File: src/rtl/div_seq_pkg.sv
`default_nettype none
// ============================================================================
// Module  : div_seq_pkg
// Purpose : Shared definitions for the iterative divider. This package holds
//           the FSM state codes, the ready and start level names, and the
//           default widths used by div_seq and div_seq_step.
// Ports   : none (package)
// Revision: 1.0  initial release
// ============================================================================
package div_seq_pkg;

  // Default operand width. The iteration counter must be able to hold WIDTH.
  localparam int DIV_WIDTH = 32;
  localparam int DIV_CNT_W = 6;

  // FSM state codes
  typedef enum logic [1:0] {
    DivFree   = 2'b00,
    DivByZero = 2'b01,
    DivOn     = 2'b10,
    DivEnd    = 2'b11
  } div_state_e;

  // Level names for the ready output and the start input
  localparam logic DivResultReady    = 1'b1;
  localparam logic DivResultNotReady = 1'b0;
  localparam logic DivStart          = 1'b1;
  localparam logic DivStop           = 1'b0;

endpackage : div_seq_pkg
`default_nettype wire

File: src/rtl/div_seq_step.sv
`default_nettype none
// ============================================================================
// Module  : div_seq_step
// Purpose : One combinational radix-2 restoring shift-subtract stage.
//           The stage shifts the {remainder, dividend/quotient} register left
//           by one bit. It then subtracts the divisor from the upper field.
//           If the result is non-negative, the stage keeps the difference and
//           sets the new quotient LSB to 1. Otherwise it keeps the shifted
//           value and sets the quotient LSB to 0.
// Ports   : rem_in   [2*WIDTH:0]  current shift register
//           divisor  [WIDTH-1:0]  divisor magnitude
//           rem_out  [2*WIDTH:0]  shift register after this step
// Revision: 1.0  initial release
// ============================================================================
module div_seq_step #(
  parameter int WIDTH = 32
) (
  input  logic [2*WIDTH:0]  rem_in,
  input  logic [WIDTH-1:0]  divisor,
  output logic [2*WIDTH:0]  rem_out
);

  logic [WIDTH:0]   w_upper;
  logic [WIDTH+1:0] w_diff;
  logic             w_q_bit;

  // This is the upper field after the left shift. The partial remainder is
  // always below the divisor, so the top register bit is always clear. It is
  // OR-ed into the top bit, which leaves the result unchanged and uses every
  // register bit.
  assign w_upper = {rem_in[2*WIDTH] | rem_in[2*WIDTH-1], rem_in[2*WIDTH-2:WIDTH-1]};

  // The subtraction has one guard bit. Its MSB is set when the trial goes
  // negative.
  assign w_diff  = {1'b0, w_upper} - {2'b00, divisor};
  assign w_q_bit = ~w_diff[WIDTH+1];

  always_comb begin
    rem_out = {w_upper, rem_in[WIDTH-2:0], 1'b0};
    if (w_q_bit) begin
      rem_out = {w_diff[WIDTH:0], rem_in[WIDTH-2:0], 1'b1};
    end
  end

endmodule : div_seq_step
`default_nettype wire

File: src/rtl/div_seq.sv
`default_nettype none
// ============================================================================
// Module  : div_seq
// Purpose : Iterative 32/32 divider and its sequencing FSM for DIV/DIVU.
//           EX raises start with the rs/rt operands. This block stalls the
//           pipeline until the {remainder, quotient} pair is ready.
//           The algorithm is radix-2 restoring and produces one quotient bit
//           per cycle.
// Ports   : clk         system clock
//           rst         synchronous reset, active low
//           start       a DIV/DIVU is in flight; held high while stalled
//           signed_div  1 = DIV (two's complement), 0 = DIVU
//           opdata1     dividend, sampled on acceptance only
//           opdata2     divisor, sampled on acceptance only
//           annul       flush; abandon the current operation
//           result      {hi = remainder, lo = quotient}, valid while ready
//           ready       result valid (END state)
//           stallreq    hold request to the pipeline controller
// Revision: 1.0  initial release
// ============================================================================
module div_seq
  import div_seq_pkg::*;
#(
  parameter int WIDTH = DIV_WIDTH,
  parameter int CNT_W = DIV_CNT_W
) (
  input  logic               clk,
  input  logic               rst,
  input  logic               start,
  input  logic               signed_div,
  input  logic [WIDTH-1:0]   opdata1,
  input  logic [WIDTH-1:0]   opdata2,
  input  logic               annul,
  output logic [2*WIDTH-1:0] result,
  output logic               ready,
  output logic               stallreq
);

  localparam logic [CNT_W-1:0] c_last_step = CNT_W'(WIDTH - 1);

  div_state_e         r_state;
  logic [CNT_W-1:0]   r_cnt;
  logic [2*WIDTH:0]   r_dividend;
  logic [WIDTH-1:0]   r_divisor;
  logic               r_q_neg;
  logic               r_r_neg;
  logic [2*WIDTH-1:0] r_result;
  logic               r_ready;

  logic [WIDTH-1:0]   w_abs1;
  logic [WIDTH-1:0]   w_abs2;
  logic [2*WIDTH:0]   w_step;
  logic [WIDTH-1:0]   w_quot;
  logic [WIDTH-1:0]   w_rem;
  logic [WIDTH-1:0]   w_quot_fix;
  logic [WIDTH-1:0]   w_rem_fix;

  // Returns the magnitude of v when the operation is signed, otherwise v
  // unchanged. The value -2^(WIDTH-1) maps to itself. Read as unsigned, it is
  // the correct magnitude.
  function automatic logic [WIDTH-1:0] f_abs(input logic [WIDTH-1:0] v,
                                             input logic             is_signed);
    if (is_signed && v[WIDTH-1]) begin
      return {WIDTH{1'b0}} - v;
    end
    return v;
  endfunction

  assign w_abs1 = f_abs(opdata1, signed_div);
  assign w_abs2 = f_abs(opdata2, signed_div);

  div_seq_step #(
    .WIDTH (WIDTH)
  ) u_step (
    .rem_in  (r_dividend),
    .divisor (r_divisor),
    .rem_out (w_step)
  );

  // Sign fix applied on the final step. The quotient is negative when the
  // operand signs differ. The remainder takes the sign of the dividend.
  assign w_quot     = w_step[WIDTH-1:0];
  assign w_rem      = w_step[2*WIDTH-1:WIDTH];
  assign w_quot_fix = r_q_neg ? ({WIDTH{1'b0}} - w_quot) : w_quot;
  assign w_rem_fix  = r_r_neg ? ({WIDTH{1'b0}} - w_rem)  : w_rem;

  // Combinational, so the pipeline holds in the same cycle as the request.
  assign stallreq = start & ~annul & (r_state != DivEnd);
  assign result   = r_result;
  assign ready    = r_ready;

  always_ff @(posedge clk) begin
    if (!rst) begin
      r_state    <= DivFree;
      r_cnt      <= '0;
      r_dividend <= '0;
      r_divisor  <= '0;
      r_q_neg    <= 1'b0;
      r_r_neg    <= 1'b0;
      r_result   <= '0;
      r_ready    <= DivResultNotReady;
    end else begin
      case (r_state)
        DivFree: begin
          r_ready <= DivResultNotReady;
          if (start == DivStart && !annul) begin
            r_divisor  <= w_abs2;
            r_q_neg    <= signed_div & (opdata1[WIDTH-1] ^ opdata2[WIDTH-1]);
            r_r_neg    <= signed_div & opdata1[WIDTH-1];
            r_dividend <= {{(WIDTH+1){1'b0}}, w_abs1};
            r_cnt      <= '0;
            r_state    <= (opdata2 == '0) ? DivByZero : DivOn;
          end
        end

        DivByZero: begin
          if (annul) begin
            r_ready <= DivResultNotReady;
            r_state <= DivFree;
          end else begin
            r_result <= '0;
            r_ready  <= DivResultReady;
            r_state  <= DivEnd;
          end
        end

        DivOn: begin
          if (annul) begin
            r_ready <= DivResultNotReady;
            r_state <= DivFree;
          end else begin
            r_dividend <= w_step;
            r_cnt      <= r_cnt + CNT_W'(1);
            if (r_cnt == c_last_step) begin
              r_result <= {w_rem_fix, w_quot_fix};
              r_ready  <= DivResultReady;
              r_state  <= DivEnd;
            end
          end
        end

        DivEnd: begin
          // Hold the result while EX keeps start high. Release when start
          // drops or on a flush.
          if (annul || start == DivStop) begin
            r_ready <= DivResultNotReady;
            r_state <= DivFree;
          end
        end

        default: begin
          r_ready <= DivResultNotReady;
          r_state <= DivFree;
        end
      endcase
    end
  end

endmodule : div_seq
`default_nettype wire

File: config.mk
export PLATFORM = sky130hd
export DESIGN_NAME = div_seq
export DESIGN_NICKNAME = d
export VERILOG_FILES = /design/src/rtl/div_seq_pkg.sv /design/src/rtl/div_seq_step.sv /design/src/rtl/div_seq.sv
export SDC_FILE = /design/constraint.sdc
export NUM_CORES = 1
export LEC_CHECK = 0
export CORE_MARGIN = 10
export CORE_UTILIZATION = 55
export CTS_BUF_LIST = sky130_fd_sc_hd__clkbuf_8
export CTS_CLUSTER_SIZE = 20
export DETAILED_ROUTE_END_ITERATION = 10
export GPL_TIMING_DRIVEN = 0
export PLACE_DENSITY = 0.83
export REMOVE_ABC_BUFFERS = 1
export SETUP_SLACK_MARGIN = 0.15
export SLEW_MARGIN = 20
export SYNTH_ARGS = -nofsm -noshare
export SYNTH_HDL_FRONTEND = slang
export SYNTH_SLANG_ARGS = --single-unit
File: constraint.sdc
create_clock -name clk -period 7.7 [get_ports clk]
set_input_delay 1.54 -clock clk [delete_from_list [all_inputs] [get_ports clk]]
set_output_delay 1.54 -clock clk [all_outputs]
set_load 0.02 [all_outputs]
Word-level counts from Yosys, hierarchy flattened
Index checks and enable logic that the tools add are counted.
{ "totals": {"regBits": 172, "input_bits": 69, "out_inout_bits": 66, "wordCells": 78} }
{ "classes": {"n_addsub": 6, "eq_ne": 11, "muxes": 31, "n_bitwise": 8, "n_reduce_logical": 14} }
{ "op_table": {"columns": ["cell", "count"], "rows": [
  ["$mux W65", 3],
  ["$mux W32", 6],
  ["$mux W64", 3],
  ["$pmux W65 S2", 1],
  ["$pmux W64 S2", 1],
  ["$sub A1 B32 Y32 const A", 4],
  ["$sub A33 B32 Y34", 1],
  ["$logic_not A32 Y1", 1],
  ["$mux W2", 6],
  ["$mux W6", 2],
  ["$ne A2 B2 Y1 const B", 6],
  ["$pmux W6 S2", 1],
  ["$pmux W2 S4", 1],
  ["$add A6 B1 Y6 const B", 1],
  ["$eq A6 B5 Y1 const B", 1],
  ["$mux W1", 6],
  ["$reduce_and A3 Y1", 2],
  ["$and A1 B1 Y1", 4],
  ["$eq A2 B2 Y1 const B", 2],
  ["$pmux W1 S4", 1],
  ["$reduce_and A2 Y1", 2],
  ["$reduce_and A4 Y1", 1],
  ["$reduce_bool A2 Y1", 2],
  ["$logic_and A1 B1 Y1", 3],
  ["8 further kinds", 9]
]} }

Depth between registers and ports, before layout
{ "logic_depth": {"depth_word": 8, "depth_mapped": 25, "ltp_nobuf": 20} }

Hierarchy
Synthesis repeated with hierarchy kept, for this count alone.
{ "hier_totals": {"cells_unflattened": 1507, "area_unflattened_um2": 11898.9} }
{ "modules_own_cells": {"columns": ["module", "n_inst", "cells_each", "area_per_inst_um2", "seq_area_each_um2"], "rows": [
  ["div_seq", 1, 1151, 9225.1, 3443.3],
  ["div_seq_step", 1, 356, 2673.8, 0.0]
]} }

Worst setup path after synthesis
Ideal clock, no wire load.
{ "synth_timing": {"path_type": "reg2reg", "start": "register r_divisor[8]", "end": "register r_result[60], in the netlist result[60]", "setup_time_ns": 0.125, "arrival_ns": 5.149, "t_required_ns": 7.575, "slack_ns": 2.426, "stages_incl_launch_ff": 24, "path_buffers": 4, "period_less_slack_ns": 5.274, "path_cell_list": "dfxtp_1 inv_1 ha_1 buf_2 nand2_1 o21ai_0 inv_1 a211oi_1 o21ai_1 nand2_1 buf_6 buf_2 buf_1 a21oi_1 inv_1 ha_1 nand2_1 or4b_2 a211o_1 a222oi_1 nand4_1 o41ai_2 xor2_1 o21ai_1"} }
{ "synth_via": {"elab_chain_cells": 7} }
{ "synth_rtl": {"columns": ["element", "line_no", "source"], "rows": [
  ["start, declared", "div_seq.sv:44", "logic [WIDTH-1:0] r_divisor;"],
  ["start signal, assigned", "div_seq.sv:107", "r_divisor <= w_abs2;"],
  ["$sub A33 B32 Y34 (*)", "div_seq_step.sv:35", "assign w_diff = {1'b0, w_upper} - {2'b00, divisor};"],
  ["$mux W65 (*)", "div_seq_step.sv:40", "if (w_q_bit) begin"],
  ["$sub A1 B32 Y32", "div_seq.sv:85", "assign w_rem_fix = r_r_neg ? ({WIDTH{1'b0}} - w_rem) : w_rem;"],
  ["$mux W32 (*)", "div_seq.sv:85", null],
  ["$mux W64 (*)", "div_seq.sv:134", "if (r_cnt == c_last_step) begin"],
  ["$mux W64 (*)", "div_seq.sv:128", "if (annul) begin"],
  ["$pmux W64 S2 (*)", "div_seq.sv:103", "case (r_state)"],
  ["end signal, assigned", "div_seq.sv:135", "r_result <= {w_rem_fix, w_quot_fix};"],
  ["end, declared", "div_seq.sv:47", "logic [2*WIDTH-1:0] r_result;"]
]} }
Every way passes the cells marked *; elsewhere a longest branch is shown, timed or not. The select of a mux whose other input is x is not followed.
A chain may end at the register's enable or synchronous reset.

Final worst setup path
{ "layout_timing": {"start": "register r_dividend[33]", "end": "register r_result[54], in the netlist result[54]"} }
{ "layout_via": {"elab_chain_cells": 7} }
{ "layout_rtl": {"columns": ["element", "line_no", "source"], "rows": [
  ["start, declared", "div_seq.sv:43", "logic [2*WIDTH:0] r_dividend;"],
  ["start signal, assigned", "div_seq.sv:110", "r_dividend <= {{(WIDTH+1){1'b0}}, w_abs1};"],
  ["start signal, assigned", "div_seq.sv:132", "r_dividend <= w_step;"],
  ["$sub A33 B32 Y34", "div_seq_step.sv:35", null],
  ["$mux W65 (*)", "div_seq_step.sv:40", null],
  ["$sub A1 B32 Y32", "div_seq.sv:85", null],
  ["$mux W32 (*)", "div_seq.sv:85", null],
  ["$mux W64 (*)", "div_seq.sv:134", null],
  ["$mux W64 (*)", "div_seq.sv:128", null],
  ["$pmux W64 S2 (*)", "div_seq.sv:103", null]
]} }
Marks and branches as above.

==> flow_metrics.py <==
metrics = {
    "status": {
        "status": "finished clean",
    },
    "setup_path": {
        "critPathMaxStageDelay_ns": 0.78,
        "r2r_cells": 17,
        "cp.arrival_ns": 7.03,
        "r2r_slack_ns": 1.01,
        "critPathTopFamily": "compound AO/OA/AOI/OAI gates",
        "timing_worst_setup_path_type": "flip-flop to flip-flop",
        "endpoint_kind": "flip-flop",
        "path_cells": "ha_1 -> nor2_1 -> a211oi_2 -> o21ai_0 -> a211oi_1 -> o21ai_1 -> nand2_2 -> o21ai_0 -> ha_1 -> nand2_1 -> or4b_2 -> a211o_1 -> a222oi_1 -> nand3_1 -> o31ai_1 -> xnor2_1 -> o21ai_1",
        "cp-start-kind": "flip-flop",
        "worstReg2RegStart": "r_dividend[33]$_SDFFE_PN0P_",
        "rr_endpoint": "result[54]$_SDFFE_PN0P_",
        "cpMaxStageDelayCell": "a222oi_1",
        "cp.required_ns": 8.04,
        "path_buf_inv": 0,
        "cp_max_fo": 23,
    },
    "placed_design": {
        "dp_cells": 1865,
        "dpl-instance-area_sq_um": 13150,
        "post-place-ws_ns": 1.150,
        "place_congestion": 0.9456,
        "numPortBuffers": 134,
        "hpwl_microns": 25030,
    },
    "synthesis": {
        "ys_types": 77,
        "synth_edf_count": 0,
        "yosysTopAreaCell": "dfxtp_1",
        "yosysWarningCount": 0,
        "synthCells": 1549,
        "synth_top_area_share_pct": 29.42,
        "ys_seq_area_share_pct": 29.42,
        "synth_seq_cells": 172,
        "syn_area_sq_um": 11700,
        "ys_async_sr_fraction_pct": 0,
        "synth_ff_type": "dfxtp_1",
        "avgSynthCellArea_sq_um": 7.555,
        "synth_area_leaders": "dfxtp_1 (29%), nor2_1 (6.5%), xnor2_1 (6.3%)",
    },
    "global_route": {
        "grt_max_degree": 87,
        "top_usage_layer": "met2",
        "use_met3_pct": 3.810,
        "grt_usage_pct": 23.13,
        "antenna_found_initial": 0,
        "overflow": 0,
        "grt_pass1_wl_microns": 54720,
        "grt_use_met2_pct": 38.20,
        "grtUsageMet1_pct": 28.73,
        "grt_pass1_vias": 10940,
    },
    "drt": {
        "routedWlPerCell_microns": 17.86,
        "ant_nets": 0,
        "drt_iter0_markers": 1105,
        "dr.pass1.iters": 5,
        "vias_per_cell": 6.197,
        "finalWirelength_microns": 33880,
        "drc": 0,
        "vias": 11760,
    },
    "clock_tree": {
        "tritoncts": "built",
        "cts_setup_buffers": 0,
        "cts_buffer_depth": 2,
        "cts_hold_buf": 0,
        "cts_buffers": 17,
        "cts_root_buf": "clkbuf_8",
        "cts.clk_slew.worst_paths_ns": 0.10,
        "clkLatencyLatePin_ns": 0.48,
        "cts_resized": 0,
        "cts.sinks": 172,
        "cts_max_level": 4,
    },
    "timing": {
        "max_slew_margin_pct": 31.55,
        "tns_ns": 0,
        "finClkSkew_ns": 0.02015,
        "setup_viol": 0,
        "hold_viol": 0,
        "worstMarginPinSlew_ns": 1.020,
        "fmax_mhz": 149.5,
        "fin_crit_ns": 6.687,
        "rsz0062_at_grt": "false",
        "layout_setup_ws_ns": 1.013,
        "finalCritPeriodShare_pct": 86.85,
        "final_max_slew_viol_count": 0,
    },
    "floorplan": {
        "die_width_microns": 165.9,
        "io_pins": 135,
        "coreArea_sq_um": 20960,
        "die_h_microns": 165.9,
        "initial_utilization_pct": 55.85,
        "rows": 53,
        "dieArea_sq_um": 27510,
    },
    "cells_and_area": {
        "fin_nets": 1720,
        "multi_input_area_sq_um": 7649,
        "num-fill-cells": 1799,
        "layout.cells.non_filler": 1897,
        "diodes": 0,
        "regArea_sq_um": 3445,
        "mostFrequentLayoutCells": "nor2_1 (200), dfxtp_1 (171), nand2_1 (162), clkdlybuf4s50_1 (134), a21oi_1 (112)",
        "layout_commonest_cell": "nor2_1",
        "design_area_sq_um": 13560,
        "fin_util_pct": 64.69,
        "layout-drive-gt1-share_pct": 4.994,
        "syn_to_final_growth_pct": 15.83,
    },
    "flow_run": {
        "drv_cap": 0,
    },
    "pwr": {
        "p_leak_nw": 4.922,
        "pwr-share-clk_pct": 27.4,
        "switching_share_pct": 36.96,
        "combPwrFrac_pct": 31.5,
        "powerDensity_nw_per_um2": 175.8,
        "ir_worst_vdd_mv": 0.1243,
        "p_switching_mw": 0.8810,
        "p_int_mw": 1.503,
        "power_frac_seq_pct": 41.1,
    },
    "min_path": {
        "whs_endpoint": "r_divisor[18]$_SDFFE_PN0P_",
        "min_path_type": "flip-flop to flip-flop",
        "holdPathStages": 2,
        "hp-start": "r_divisor[18]$_SDFFE_PN0P_",
    },
}
## synth_stat cells (all sizes together) (31+ instances only)
library cell / instances
a211oi: 31
a21oi: 114
a22oi: 59
clkbuf: 73
dfxtp: 172
ha: 41
inv: 57
nand2: 163
nand3: 40
nor2: 203
o21ai: 90
or3: 32
xnor2: 84
xor2: 53
## worst reg2reg max path, stage by stage, from the launching register on
cell	delay, ns
dfxtp_1	0.46
ha_1	0.33
nor2_1	0.19
a211oi_2	0.11
o21ai_0	0.43
a211oi_1	0.19
o21ai_1	0.75
nand2_2	0.58
o21ai_0	0.50
ha_1	0.28
nand2_1	0.06
or4b_2	0.67
a211o_1	0.33
a222oi_1	0.78
nand3_1	0.24
o31ai_1	0.35
xnor2_1	0.21
o21ai_1	0.09
## cell type report
type                       count  share of cell area, %
clock buffer                  19                  1.929
clock inverter                13                 0.9876
inverter                      57                  1.615
multi-input combinational   1220                  56.42
sequential                   172                  25.41
tap                          275                  2.538
timing repair buffer         141                  11.09
## how the worst max path moves through the flow
stage,startpoint,to,slack [ns],cells past startpoint
after floorplan,r_dividend[33]$_SDFFE_PN0P_,result[62]$_SDFFE_PN0P_,2.08,17
after global placement,r_dividend[39]$_SDFFE_PN0P_,result[26]$_SDFFE_PN0P_,0.21,18
after detailed placement,r_dividend[33]$_SDFFE_PN0P_,result[26]$_SDFFE_PN0P_,1.15,19
after CTS,r_dividend[33]$_SDFFE_PN0P_,result[26]$_SDFFE_PN0P_,1.05,19
after global routing,r_dividend[33]$_SDFFE_PN0P_,result[54]$_SDFFE_PN0P_,0.65,17
final,r_dividend[33]$_SDFFE_PN0P_,result[54]$_SDFFE_PN0P_,1.01,17
## stage by stage
stage	power, mW	hold WS, ns
detailed placement	1.730	0.4417
finish	2.384	0.4552
floorplan	1.485	0.4319
global placement	1.694	0.4372
global route	2.495	0.4760
CTS	2.373	0.4566
## logic make-up after synthesis
| logic type | synth area share [%] |
|---|---|
| buffers and inverters | 5.645 |
| AND/OR/NAND/NOR | 23.05 |
| XOR/XNOR | 10.25 |
| multiplexers | 2.309 |
| adder cells (fa/ha/maj) | 4.555 |
| AO/OA/AOI/OAI | 24.76 |
| flip-flops | 29.42 |
## power groups by stage
stage	clock (mW)	sequential, mW	combinational [mW]
floorplan	0	0.997	0.488
global placement	0	0.995	0.699
detailed placement	0	0.998	0.732
CTS	0.657	0.977	0.738
global route	0.691	0.986	0.819
finish	0.654	0.979	0.751
## metal layers
metal,vias to the layer above,wire length (microns)
li1,5675,-
met1,5506,14290
met2,483,15890
met3,91,2223
met4,0,1487
met5,-,0
## flip-flops by register name (all words and copies together), names as in the netlist
name	cells
result	64
r_divisor	32
ready	1
r_state	2
r_r_neg	1
r_dividend	65
r_cnt	6
r_q_neg	1
(Power assumes the default switching activity.)
